==> config.mk <==
export PLATFORM = sky130hd
export DESIGN_NAME = cache_arbiter
export DESIGN_NICKNAME = d
export VERILOG_FILES = /design/src/rtl/cache_arbiter.sv
export SDC_FILE = /design/constraint.sdc
export NUM_CORES = 1
export LEC_CHECK = 0
export CAP_MARGIN = 20
export CORE_AREA = 4 4 535 537
export DETAILED_ROUTE_END_ITERATION = 10
export DIE_AREA = 0 0 539 541
export PLACE_DENSITY = 0.32
export RECOVER_POWER = 25
export SLEW_MARGIN = 40
export SYNTH_ARGS = -nofsm -noshare
export SYNTH_HDL_FRONTEND = slang
export SYNTH_SLANG_ARGS = --single-unit
==> constraint.sdc <==
create_clock -name clk -period 4.5 [get_ports clk]
set_clock_uncertainty 0.05 [all_clocks]
set_input_delay 1.125 -clock clk [delete_from_list [all_inputs] [get_ports clk]]
set_output_delay 1.125 -clock clk [all_outputs]
set_load 0.03 [all_outputs]
==> src/rtl/cache_arbiter.sv <==
// Shares the single L2 memory port between the L1 I-cache and D-cache.
// Ties go round-robin, and the granted request is held stable until mem_resp.
module cache_arbiter #(
  parameter int LINE_BITS = 256,
  parameter int ADDR_BITS = 32
) (
  input  logic                 clk,
  input  logic                 rst_n,
  input  logic                 i_read,
  input  logic [ADDR_BITS-1:0] i_address,
  output logic [LINE_BITS-1:0] i_rdata,
  output logic                 i_resp,
  input  logic                 d_read,
  input  logic                 d_write,
  input  logic [ADDR_BITS-1:0] d_address,
  input  logic [LINE_BITS-1:0] d_wdata,
  output logic [LINE_BITS-1:0] d_rdata,
  output logic                 d_resp,
  output logic                 mem_read,
  output logic                 mem_write,
  output logic [ADDR_BITS-1:0] mem_address,
  output logic [LINE_BITS-1:0] mem_wdata,
  input  logic [LINE_BITS-1:0] mem_rdata,
  input  logic                 mem_resp
);

  // state   | meaning
  // IDLE    | nothing in flight; arbitrate the live requests
  // GRANT_I | I-cache line read in flight downstream
  // GRANT_D | D-cache line read or writeback in flight downstream
  typedef enum logic [1:0] {
    IDLE    = 2'd0,
    GRANT_I = 2'd1,
    GRANT_D = 2'd2
  } state_t;

  localparam logic RR_I = 1'b0;
  localparam logic RR_D = 1'b1;

  state_t                 state_q, state_d;
  logic                   rr_last_q, rr_last_d;
  logic                   mem_read_q, mem_read_d;
  logic                   mem_write_q, mem_write_d;
  logic [ADDR_BITS-1:0]   mem_address_q, mem_address_d;
  logic [LINE_BITS-1:0]   mem_wdata_q, mem_wdata_d;

  logic i_req;
  logic d_req;
  logic grant_i;
  logic grant_d;

  // On a tie the requester that was not served last wins.
  always_comb begin
    i_req   = i_read;
    d_req   = d_read | d_write;
    grant_i = 1'b0;
    grant_d = 1'b0;
    if (state_q == IDLE) begin
      if (i_req && d_req) begin
        grant_i = (rr_last_q == RR_D);
        grant_d = (rr_last_q == RR_I);
      end else begin
        grant_i = i_req;
        grant_d = d_req;
      end
    end
  end

  always_comb begin
    state_d       = state_q;
    rr_last_d     = rr_last_q;
    mem_read_d    = mem_read_q;
    mem_write_d   = mem_write_q;
    mem_address_d = mem_address_q;
    mem_wdata_d   = mem_wdata_q;
    case (state_q)
      IDLE: begin
        if (grant_d) begin
          state_d       = GRANT_D;
          mem_read_d    = d_read & ~d_write;
          mem_write_d   = d_write;
          mem_address_d = d_address;
          mem_wdata_d   = d_wdata;
        end else if (grant_i) begin
          state_d       = GRANT_I;
          mem_read_d    = 1'b1;
          mem_write_d   = 1'b0;
          mem_address_d = i_address;
          mem_wdata_d   = '0;
        end
      end
      GRANT_I: begin
        if (mem_resp) begin
          state_d     = IDLE;
          rr_last_d   = RR_I;
          mem_read_d  = 1'b0;
          mem_write_d = 1'b0;
        end
      end
      GRANT_D: begin
        if (mem_resp) begin
          state_d     = IDLE;
          rr_last_d   = RR_D;
          mem_read_d  = 1'b0;
          mem_write_d = 1'b0;
        end
      end
      default: begin
        state_d     = IDLE;
        mem_read_d  = 1'b0;
        mem_write_d = 1'b0;
      end
    endcase
  end

  always_ff @(posedge clk or negedge rst_n) begin
    if (!rst_n) begin
      state_q       <= IDLE;
      rr_last_q     <= RR_I;
      mem_read_q    <= 1'b0;
      mem_write_q   <= 1'b0;
      mem_address_q <= '0;
      mem_wdata_q   <= '0;
    end else begin
      state_q       <= state_d;
      rr_last_q     <= rr_last_d;
      mem_read_q    <= mem_read_d;
      mem_write_q   <= mem_write_d;
      mem_address_q <= mem_address_d;
      mem_wdata_q   <= mem_wdata_d;
    end
  end

  assign mem_read    = mem_read_q;
  assign mem_write   = mem_write_q;
  assign mem_address = mem_address_q;
  assign mem_wdata   = mem_wdata_q;

  // Read data is shared; only the resp pulse tells a cache the line is its own.
  assign i_rdata = mem_rdata;
  assign d_rdata = mem_rdata;
  assign i_resp  = mem_resp & (state_q == GRANT_I);
  assign d_resp  = mem_resp & (state_q == GRANT_D);

endmodule

==> out/metrics.cfg <==
[cells_and_area]
final_cell_mix = clkdlybuf4s50_1 (607), nand2_1 (547), dfrtp_1 (293)
n_fill_cell = 32900
fin_util_pct = 8.53
syn_to_final_growth_pct = 53.5
finalInstanceArea_sq_um = 24000
fin_nets = 2494
drive_gt1_share_pct = 5.46
final_common_cell = clkdlybuf4s50_1

[route]
drc = 0
vias = 13200
dr.pass1.iters = 5
vias_per_cell = 2.32
detail_route.wl_per_cell_um = 28.0
ant_nets = 0
drt-initial-drc-count = 653
routed_wl_um = 159000

[power]
p_leak_nw = 9.42
powerDensity_nw_per_um2 = 782
ir_drop_mv = 0.344

[clock_network]
clock_path_buffers = 3
cts.clk_slew.worst_paths_ps = 50
ctsResizeCount = 0
clockRootBuffer = clkbuf_16
numCtsBuffers = 46
cts_max_level = 2
cts_tree = done
holdBufCountCts = 0
clk_latency_ps = 670
clock_sinks = 293
post_cts_buffers = 0

[global_route]
grt_pass1_vias = 13400
grt_usage_pct = 10.5
grt_max_degree = 107
grt_first_pass_wirelength_um = 192000
gr-total-overflow = 0
antenna_found_initial = 83

[placed_design]
placed_area_sq_um = 22600
place_hpwl_um = 140000
gp_congestion = 0.810
portBuffers = 617

[sta]
slew_viol_final = 166
min_period_over_period_pct = 88.9
worst_slew_pin_slew_ps = 2220
max_clock_freq_mhz = 250
period_needed_ps = 4000
slew_headroom_pct = -48.1
finalSetupViolations = 0
rsz0062_at_grt = false
final.setup.tns_ps = 0
hold_viol_final = 0

[worst_setup_path]
critPathRequiredTime_ps = 3320
critPathKind = primary input to primary output
start_kind = primary input
critPathMaxFanout = 3
end_kind = primary output
cp_data_arrival_time_ps = 2820

[logic_synthesis]
yosysWarnings = 0
ys_seq_area_share_pct = 46.9
avgSynthCellArea_sq_um = 8.55
ys_ff_latch = 293
syn-num-nets = 2414
yosysUniqueCellTypes = 21
postSynthCellCount = 1829
synth_area_sq_um = 15600

[die]
row_count = 195
die_h_um = 541
dieArea_sq_um = 292000
die_w_um = 539
initial_core_util_pct = 5.56
core_region_area_sq_um = 282000
io_pins = 1386

[outcome]
violations = max-capacitance violations, max-slew violations
status = finished, violations left

[run]
cap_violations = 3

[hold_path]
worstHoldPathType = register to register

-- per-layer routing --
| layer | global-route usage [%] | routed length, um |
|---|---|---|
| met5 | 0.263 | 156 |
| met4 | 4.08 | 7150 |
| met3 | 10.2 | 34000 |
| met2 | 16.4 | 69900 |
| met1 | 9.14 | 48000 |
-- logic make-up after synthesis --
family,share of synthesized area [%]
simple gates,21.4
fa+ha+maj,0.240
buf+inv,27.7
compound gates,3.76
flops,46.9
-- where the power goes --
group	switching [mW]	total (mW)	internal [mW]
clock	1.56	3.72	2.16
sequential	0.760	4.65	3.89
combinational	7.29	10.4	3.13
-- sequential cells by signal, indices dropped and copies added, names as in the netlist --
| signal | cells |
|---|---|
| mem_address | 32 |
| rr_last_q | 1 |
| mem_wdata | 256 |
| state_q | 2 |
| mem_write | 1 |
| mem_read | 1 |
-- metrics by stage --
stage / hold WS, ps / power [mW] / cells / worst slack (ps)
5_1_grt: 437 / 20.1 / 5687 / 275
6_report: 413 / 18.8 / 5688 / 501
2_1_floorplan: 431 / 10.1 / 1829 / 1910
3_5_place_dp: 407 / 15.5 / 5604 / 530
3_3_place_gp: 404 / 15.5 / 5604 / 510
4_1_cts: 355 / 19.4 / 5684 / 511
-- path summary, 6_finish.rpt --
kind	start	slack (ps)	to	cells past startpoint
max	mem_resp	500	d_resp	3
min	mem_wdata[111]	410	mem_wdata[111]	2
max reg2reg	state_q[0]	1710	mem_wdata[156]	8
min reg2reg	mem_wdata[111]	410	mem_wdata[111]	2
max in group asynchronous	rst_n	720	mem_address[24]	2
min in group asynchronous	rst_n	1050	mem_wdata[174]	1
-- critical path, cell delays in order --
cell and delay (ps):
dlygate4sd3_1 690, and2_1 280, clkdlybuf4s50_1 720
-- synthesized netlist by cell type, drive strengths merged --
| cell type | count | area [sq um] |
|---|---|---|
| dfrtp | 293 | 7330 |
| nand2b | 1 | 6.26 |
| inv | 4 | 15.0 |
| nand3 | 256 | 1280 |
| buf | 581 | 4190 |
| o21ai | 64 | 320 |
| o31a | 1 | 8.76 |
| o31ai | 1 | 21.3 |
| nand2 | 547 | 2050 |
| a21o | 1 | 7.51 |
| clkbuf | 35 | 131 |
| o2bb2ai | 5 | 43.8 |
| o311ai | 1 | 8.76 |
| and2 | 2 | 12.5 |
| o41ai | 1 | 8.76 |
| a21oi | 32 | 160 |
| a2bb2oi | 1 | 8.76 |
| ha | 3 | 37.5 |
-- cell type report --
cell class / count / area [sq um] / share of cell area, %
inverter: 4 / 15.0 / 0.0625
clock buffer: 65 / 1290 / 5.38
timing repair buffer: 648 / 6480 / 27.0
tap: 3743 / 4680 / 19.5
sequential: 293 / 7330 / 30.5
multi-input combinational: 916 / 4020 / 16.7
clock inverter: 15 / 184 / 0.766
antenna: 4 / 10.0 / 0.0417
No activity file was read; power rests on OpenSTA's default activity.
